[src/rtl/seq_pkg.sv]
// Shared definitions for the serial pattern generator and the sequence checker it feeds.
// Both ends take the target sequence from here so they agree on it.
package seq_pkg;

    localparam int unsigned PAT_W_DEF = 16;
    localparam int unsigned LEN_W_DEF = 5;
    localparam int unsigned CNT_W_DEF = 4;

    // Target sequence the downstream checker looks for.
    localparam int unsigned          CHK_LEN     = 4;
    localparam logic [CHK_LEN-1:0]   CHK_PATTERN = 4'b1011;

    typedef enum logic [1:0] {
        ST_IDLE  = 2'd0,
        ST_SHIFT = 2'd1,
        ST_GAP   = 2'd2
    } state_e;

endpackage

[src/rtl/seq_gen_shreg.sv]
// Loadable left shift register. On load the pattern is aligned so bit [len-1]
// lands in the top bit; msb_o is a direct flop tap and reads 0 once len bits are out.
module seq_gen_shreg #(
    parameter int unsigned PAT_W = 16,
    parameter int unsigned LEN_W = 5
) (
    input  logic             clk,
    input  logic             rst_n,
    input  logic             clear_i,
    input  logic             load_i,
    input  logic             shift_i,
    input  logic [PAT_W-1:0] data_i,
    input  logic [LEN_W-1:0] len_i,
    output logic             msb_o
);

    logic [PAT_W-1:0] sr_q;
    logic [PAT_W-1:0] sr_d;
    logic [LEN_W-1:0] align;

    always_comb begin
        align = LEN_W'(PAT_W) - len_i;
        sr_d  = sr_q;
        if (clear_i) begin
            sr_d = '0;
        end else if (load_i) begin
            sr_d = data_i << align;
        end else if (shift_i) begin
            sr_d = sr_q << 1;
        end
    end

    always_ff @(posedge clk or negedge rst_n) begin
        if (!rst_n) begin
            sr_q <= '0;
        end else begin
            sr_q <= sr_d;
        end
    end

    assign msb_o = sr_q[PAT_W-1];

endmodule

[src/rtl/seq_gen.sv]
// Serial bit-pattern transmitter: shifts a latched pattern out MSB-first with
// repeat count, optional inter-repetition gap and abort.
module seq_gen
    import seq_pkg::*;
#(
    parameter int unsigned PAT_W   = PAT_W_DEF,
    parameter int unsigned LEN_W   = LEN_W_DEF,
    parameter int unsigned CNT_W   = CNT_W_DEF,
    parameter int unsigned GAP_CYC = 0
) (
    input  logic             clk,
    input  logic             rst_n,
    input  logic             start,
    input  logic             stop,
    input  logic [PAT_W-1:0] pattern,
    input  logic [LEN_W-1:0] len,
    input  logic [CNT_W-1:0] rep,
    output logic             data_out,
    output logic             data_valid,
    output logic             busy,
    output logic             done
);

    localparam int unsigned GAP_W    = (GAP_CYC > 1) ? $clog2(GAP_CYC) : 1;
    localparam int unsigned GAP_LAST = (GAP_CYC > 0) ? GAP_CYC - 1 : 0;
    localparam bit          HAS_GAP  = (GAP_CYC != 0);

    state_e           state_q, state_d;
    logic [PAT_W-1:0] pat_q, pat_d;
    logic [LEN_W-1:0] len_q, len_d;
    logic [CNT_W-1:0] rep_q, rep_d;
    logic [LEN_W-1:0] bit_cnt_q, bit_cnt_d;
    logic [GAP_W-1:0] gap_cnt_q, gap_cnt_d;
    logic             valid_q, valid_d;
    logic             busy_q, busy_d;
    logic             done_q, done_d;

    logic             sr_clear, sr_load, sr_shift, sr_sel_new;
    logic [LEN_W-1:0] len_c;
    logic             accept, last_bit, last_rep, gap_last;

    // Out-of-range lengths transmit the full register width.
    assign len_c    = (len == '0 || len > LEN_W'(PAT_W)) ? LEN_W'(PAT_W) : len;
    assign accept   = start && !stop;
    assign last_bit = (bit_cnt_q == len_q - LEN_W'(1));
    assign last_rep = (rep_q == CNT_W'(1));
    assign gap_last = (gap_cnt_q == GAP_W'(GAP_LAST));

    always_ff @(posedge clk or negedge rst_n) begin
        if (!rst_n) begin
            state_q   <= ST_IDLE;
            pat_q     <= '0;
            len_q     <= '0;
            rep_q     <= '0;
            bit_cnt_q <= '0;
            gap_cnt_q <= '0;
            valid_q   <= 1'b0;
            busy_q    <= 1'b0;
            done_q    <= 1'b0;
        end else begin
            state_q   <= state_d;
            pat_q     <= pat_d;
            len_q     <= len_d;
            rep_q     <= rep_d;
            bit_cnt_q <= bit_cnt_d;
            gap_cnt_q <= gap_cnt_d;
            valid_q   <= valid_d;
            busy_q    <= busy_d;
            done_q    <= done_d;
        end
    end

    always_comb begin
        state_d = state_q;
        unique case (state_q)
            ST_IDLE: begin
                if (accept) state_d = ST_SHIFT;
            end
            ST_SHIFT: begin
                if (stop) begin
                    state_d = ST_IDLE;
                end else if (last_bit) begin
                    if (last_rep)     state_d = ST_IDLE;
                    else if (HAS_GAP) state_d = ST_GAP;
                end
            end
            ST_GAP: begin
                if (stop)          state_d = ST_IDLE;
                else if (gap_last) state_d = ST_SHIFT;
            end
            default: state_d = ST_IDLE;
        endcase
    end

    // rep_q == 0 means repeat forever, so it is never decremented from zero.
    always_comb begin
        pat_d      = pat_q;
        len_d      = len_q;
        rep_d      = rep_q;
        bit_cnt_d  = bit_cnt_q;
        gap_cnt_d  = gap_cnt_q;
        done_d     = 1'b0;
        sr_clear   = 1'b0;
        sr_load    = 1'b0;
        sr_shift   = 1'b0;
        sr_sel_new = 1'b0;
        unique case (state_q)
            ST_IDLE: begin
                if (accept) begin
                    pat_d      = pattern;
                    len_d      = len_c;
                    rep_d      = rep;
                    bit_cnt_d  = '0;
                    sr_load    = 1'b1;
                    sr_sel_new = 1'b1;
                end
            end
            ST_SHIFT: begin
                if (stop) begin
                    sr_clear  = 1'b1;
                    bit_cnt_d = '0;
                end else if (last_bit) begin
                    bit_cnt_d = '0;
                    gap_cnt_d = '0;
                    if (rep_q != '0) rep_d = rep_q - CNT_W'(1);
                    if (last_rep) begin
                        sr_shift = 1'b1;
                        done_d   = 1'b1;
                    end else if (HAS_GAP) begin
                        sr_shift = 1'b1;
                    end else begin
                        sr_load = 1'b1;
                    end
                end else begin
                    sr_shift  = 1'b1;
                    bit_cnt_d = bit_cnt_q + LEN_W'(1);
                end
            end
            ST_GAP: begin
                if (stop) begin
                    sr_clear  = 1'b1;
                    gap_cnt_d = '0;
                end else if (gap_last) begin
                    sr_load   = 1'b1;
                    gap_cnt_d = '0;
                end else begin
                    gap_cnt_d = gap_cnt_q + GAP_W'(1);
                end
            end
            default: sr_clear = 1'b1;
        endcase
        valid_d = (state_d == ST_SHIFT);
        busy_d  = (state_d != ST_IDLE);
    end

    seq_gen_shreg #(
        .PAT_W (PAT_W),
        .LEN_W (LEN_W)
    ) u_shreg (
        .clk     (clk),
        .rst_n   (rst_n),
        .clear_i (sr_clear),
        .load_i  (sr_load),
        .shift_i (sr_shift),
        .data_i  (sr_sel_new ? pattern : pat_q),
        .len_i   (sr_sel_new ? len_c : len_q),
        .msb_o   (data_out)
    );

    assign data_valid = valid_q;
    assign busy       = busy_q;
    assign done       = done_q;

endmodule

[config.mk]
export PLATFORM = sky130hd
export DESIGN_NAME = seq_gen
export DESIGN_NICKNAME = d
export VERILOG_FILES = /design/src/rtl/seq_pkg.sv /design/src/rtl/seq_gen_shreg.sv /design/src/rtl/seq_gen.sv
export SDC_FILE = /design/constraint.sdc
export NUM_CORES = 1
export LEC_CHECK = 0
export CAP_MARGIN = 15
export CORE_MARGIN = 3
export CORE_UTILIZATION = 60
export CTS_BUF_LIST = sky130_fd_sc_hd__clkbuf_2 sky130_fd_sc_hd__clkbuf_4 sky130_fd_sc_hd__clkbuf_8
export CTS_CLUSTER_SIZE = 10
export DETAILED_ROUTE_END_ITERATION = 8
export MAX_ROUTING_LAYER = met4
export PLACE_DENSITY = 0.92
export RECOVER_POWER = 25
export SKIP_CTS_REPAIR_TIMING = 1
export SYNTH_ARGS = -nofsm -noshare
export SYNTH_HDL_FRONTEND = slang
export SYNTH_SLANG_ARGS = --single-unit
export TNS_END_PERCENT = 1
[constraint.sdc]
create_clock -name clk -period 11.3 [get_ports clk]
set_clock_uncertainty 0.2 [all_clocks]
set_input_delay 2.26 -clock clk [delete_from_list [all_inputs] [get_ports clk]]
set_output_delay 2.26 -clock clk [all_outputs]
set_load 0.05 [all_outputs]
# Word-level counts from Yosys, hierarchy flattened
# Index checks and enable logic that the tools add are counted.
# word_totals
register_bits,52
inputBits,29
elab_cells,85
# classes
eq_ne,9
shifts,1
n_mux,44
reduce_logical,15
add_sub_neg,5
magnitude_cmp,1
# ops
op,count
16-bit 2-to-1 mux,4
5-bit 2-to-1 mux,5
1-bit 2-to-1 mux,19
4-bit 2-to-1 mux,4
16-bit by 5-bit left shift with 16-bit output,1
2-bit 2-to-1 mux,6
5-bit one-hot mux with 2 select lines,1
2-bit inequality test (second input constant),4
4-bit one-hot mux with 2 select lines,1
2-bit one-hot mux with 3 select lines,1
2-bit nonzero test,3
5-bit by 1-bit adder with 5-bit output (second input constant),1
5-bit equality test,1
5-bit greater-than comparator (second input constant),1
5-bit logical NOT,1
5-bit AND reduction,1
5-bit by 1-bit subtractor with 5-bit output (second input constant),1
5-bit subtractor (first input constant),1
2-bit by 1-bit equality test with 1-bit output (second input constant),2
4-bit by 1-bit equality test with 1-bit output (second input constant),1
1-bit one-hot mux with 2 select lines,2
2-bit AND reduction,2
4-bit nonzero test,1
4-bit by 1-bit subtractor with 4-bit output (second input constant),1
10 further kinds,10

# Depth between registers and ports, before layout
# depth
ltp_word,9
depth_mapped,16

# Modules after synthesis
# Synthesis repeated with hierarchy kept, for this count alone.
# unflattened
cells_unflattened,341
area_unflattened_um2,3424.5
# modules_own_cells
mod,seq_area_each_um2,area_each_um2,instances,cells_per_inst
seq_gen,875.8,1941.9,1,181
seq_gen_shreg,400.4,1482.7,1,160

# Worst setup path after synthesis
# OpenSTA, ideal clock, no wires.
# synth_path
kind,input to register
from,input port len[0]
to,register u_shreg.sr_q[14]
path_stages,13
arrival_ns,5.415
t_required_ns,10.999
slack_ns,5.584
setup_time_ns,0.101
cell_sequence,clkbuf_1 or4_1 ha_1 clkbuf_1 nand2b_1 o21a_1 ha_1 clkbuf_1 inv_1 xnor2_1 clkbuf_1 mux4_1 o32ai_1
# synth_via
elab_chain_cells,8
word_cells_on_any_way,9
# synth_lines
element,line,source
from (decl),seq_gen.sv:16,"input logic [LEN_W-1:0] len,"
5-bit greater-than comparator or 5-bit logical NOT (tied branches),seq_gen.sv:43,assign len_c = (len == '0 || len > LEN_W'(PAT_W)) ? LEN_W'(PAT_W) : len;
1-bit logical OR,seq_gen.sv:43,
5-bit 2-to-1 mux (*),seq_gen.sv:43,
5-bit 2-to-1 mux (*),seq_gen.sv:166,".len_i (sr_sel_new ? len_c : len_q),"
5-bit subtractor (*),seq_gen_shreg.sv:22,align = LEN_W'(PAT_W) - len_i;
16-bit by 5-bit left shift with 16-bit output (*),seq_gen_shreg.sv:27,sr_d = data_i << align;
16-bit 2-to-1 mux (*),seq_gen_shreg.sv:26,end else if (load_i) begin
16-bit 2-to-1 mux (*),seq_gen_shreg.sv:24,if (clear_i) begin
to (signal assigned),seq_gen_shreg.sv:37,sr_q <= sr_d;
to (decl),seq_gen_shreg.sv:17,logic [PAT_W-1:0] sr_q;
# Mark *: on every way between the ends. The rest lies on a longest branch, timed or not.
# A chain may end at the register's enable or synchronous reset.

# Worst setup path in the final report
# layout_path
from,input port len[0]
to,register u_shreg.sr_q[4]
# Same word-level chain as after synthesis.

==> impl_metrics.ini <==
[status]
status = complete, but fails checks
violations = max-capacitance violations, max-slew violations

[global_route]
grt_pass1_wl_um = 15800
grt_max_degree = 54
grt_usage_pct = 27.3
antenna_found_initial = 0
grt_pass1_vias = 3308
grt_overflow = 0

[sta]
maxSlewHeadroom_pct = -79.5
setup_viol = 0
fmax_mhz = 158
fin_crit_sh_pct = 56.0
period_minus_slack_ps = 6330
final-hold-violation-count = 0
finalSetupTns_ps = 0
worstMarginPinSlew_ps = 2690
drv_slew = 52
timing.hold.ws_ps = 292
rsz0062_at_grt = false

[layout]
utilization_pct = 70.5
layout-drive-gt1-share_pct = 4.58
regArea_um2 = 1280
multi_input_area_um2 = 2370
area_growth_pct = 10.9
design_area_um2 = 4270
fin_cells = 534
nNetsFinal = 498
diodes = 0
nFillCells = 469

[worst_setup_path]
regToRegSetupSlack_ps = 7390
required_ps = 11300
critPathCapture = u_shreg.sr_q[4]
setup.worst_path.start = len[0]
critPathArrivalTime_ps = 6340
path_common_cell = ha_1
rr_endpoint = u_shreg.sr_q[5]
critPathMaxFanout = 18
cp_cell_sequence = clkdlybuf4s50_1 > or4_1 > ha_1 > nor2b_1 > a21boi_0 > ha_1 > inv_1 > a32oi_1 > mux2i_1 > and4_1 > a221o_1
slowest_stage = ha_1
r2r_cells = 8
cp-start-kind = input pin
critical_path.max_stage_delay_ps = 600
end_kind = flop
timing.rr.start = len_q[0]
path_class = in -> reg

[yosys]
synth_top_area_share_pct = 33.1
synthesis.instances = 439
syn_area_per_cell_um2 = 8.78
synth_nets = 479
synth_common_cells = 83 x nand2_1, 51 x dfrtp_1, 36 x mux2i_1
synth_warnings = 0
yosysMostFrequentCell = nand2_1
ys_async_sr_fraction_pct = 100
yosysSeqAreaShare_pct = 33.1
synth_seq_cells = 51
netlist_top_cells_area = dfrtp_1 33%, mux2i_1 9.4%, nand2_1 8.1%
synth_edf_count = 0
ys_types = 64
ys.flop_type = dfrtp_1
yosys.area.top_type = dfrtp_1
netlist_area_um2 = 3850

[route]
drt_pre_antenna_iters = 7
drtIter0Drc = 210
routedWlPerCell_um = 17.4
wl_um = 9300
ant_nets = 0
routed-via-count = 3401
drcViolationCount = 0
viasPerCell = 6.37

[power]
leakage_nw = 1.92
max-vdd-ir-drop_mv = 0.128
power.density_nw_per_um2 = 253

[worst_hold_path]
hp-start = pat_q[15]
hold_class = reg -> reg

[floorplan]
dieWidth_um = 86.1
core_area_um2 = 6060
die_y_um = 86.1
start_util_pct = 63.6
rows = 28
io_pins = 33
dieArea_um2 = 7420

[placed_design]
dp_cells = 526
io_buffers = 32
hpwlAfterDp_um = 6940
place_congestion = 1.01
place_area_um2 = 4160

[flow_run]
cap_violations = 1

[clocking]
ctsHtreeMaxLevel = 2
cts-root-buf = clkbuf_8
cts_tree = built
numCtsBuffers = 5
cts.path.max_buffers = 2
cts_sinks = 51
clk_pin_slew_ps = 100
clk_latency_ps = 310
==> routing by layer <==
layer | vias to the layer above | GRT usage [%] | routed length, um
met1 | 1606 | 33.0 | 3950
met2 | 119 | 46.7 | 4590
met4 | 0 | 8.49 | 289
met5 | - | - | 0
met3 | 30 | 4.23 | 464
li1 | 1646 | - | -
==> cells in the final DEF (no fill, tap or decap), types with 3 or more instances in the layout <==
cell | synthesis | routed
clkdlybuf4s50_1 | 0 | 31
nand2_1 | 83 | 83
a221o_1 | 3 | 3
a21oi_1 | 21 | 21
a211oi_1 | 6 | 6
o211ai_1 | 4 | 4
buf_4 | 0 | 3
and3b_1 | 12 | 12
o31ai_1 | 3 | 3
nand3_1 | 13 | 13
mux2i_1 | 36 | 36
a32oi_1 | 10 | 10
nor2b_1 | 7 | 7
xor2_1 | 6 | 6
a31oi_1 | 3 | 3
a2bb2oi_1 | 3 | 3
ha_1 | 11 | 11
nand2b_1 | 4 | 4
o21a_1 | 3 | 3
and2_1 | 8 | 8
a211o_1 | 12 | 12
clkbuf_8 | 0 | 5
a311oi_1 | 4 | 4
nor2_1 | 13 | 13
dfrtp_1 | 51 | 51
a221oi_1 | 3 | 3
o21bai_1 | 3 | 3
o21ai_0 | 16 | 16
inv_1 | 20 | 20
nor3_1 | 7 | 7
xnor2_1 | 7 | 7
==> final cells by class <==
type / instances / area share (%)
clock buffers: 5 / 1.61
clock inverters: 3 / 1.02
multi-input cells: 344 / 55.5
flip-flops and latches: 51 / 29.9
inverters: 20 / 1.76
well taps: 75 / 2.20
repair buffers: 36 / 7.99
==> state kept, by name, summed over array words and instances, names as in the netlist <==
| register | cells |
|---|---|
| busy | 1 |
| rep_q | 4 |
| bit_cnt_q | 5 |
| pat_q | 16 |
| state_q | 2 |
| len_q | 5 |
| u_shreg.sr_q | 16 |
| data_valid | 1 |
| done | 1 |
==> how the worst min path moves through the flow <==
stage / slack (ps) / cells past startpoint / end
after floorplan: 240 / 2 / pat_q[15]
after global placement: 260 / 2 / pat_q[15]
after detailed placement: 270 / 2 / pat_q[15]
after CTS: 290 / 2 / pat_q[15]
after global routing: 340 / 1 / u_shreg.sr_q[2]
final: 290 / 2 / pat_q[15]
==> worst max-delay path: cells and delay by family <==
kind                       cells  cell delay (ps)
and+or+nand+nor                3             1180
adders and majority gates      2             1070
buffers and inverters          2              910
AOI/OAI and AO/OA              3              780
muxes                          1              130
==> report_power, final <==
| group | internal, mW | switching [mW] | leakage (nW) |
|---|---|---|---|
| logic | 0.264 | 0.380 | 1.20 |
| clock network | 0.0660 | 0.0633 | 0.0581 |
| registers | 0.246 | 0.0613 | 0.660 |
| total | 0.576 | 0.505 | 1.92 |
==> logic make-up (layout without fill, tap and decap cells) <==
group,count (synthesis),in the layout,share of synthesized area [%]
fa+ha+maj,11,11,3.57
flops,51,51,33.1
xor+xnor,13,13,2.96
compound gates,113,113,21.6
mux,42,42,12.1
buf+inv,44,64,5.26
simple gates,165,165,21.4
==> per-stage QoR <==
step                      setup WS (ps)  total power, mW
final                              4970             1.08
after global routing               4670             1.17
after CTS                          5030             1.07
after detailed placement           4720            0.942
after global placement             4890            0.925
after floorplan                    5580            0.791
Note: power is estimated with default switching activity, not from simulation.
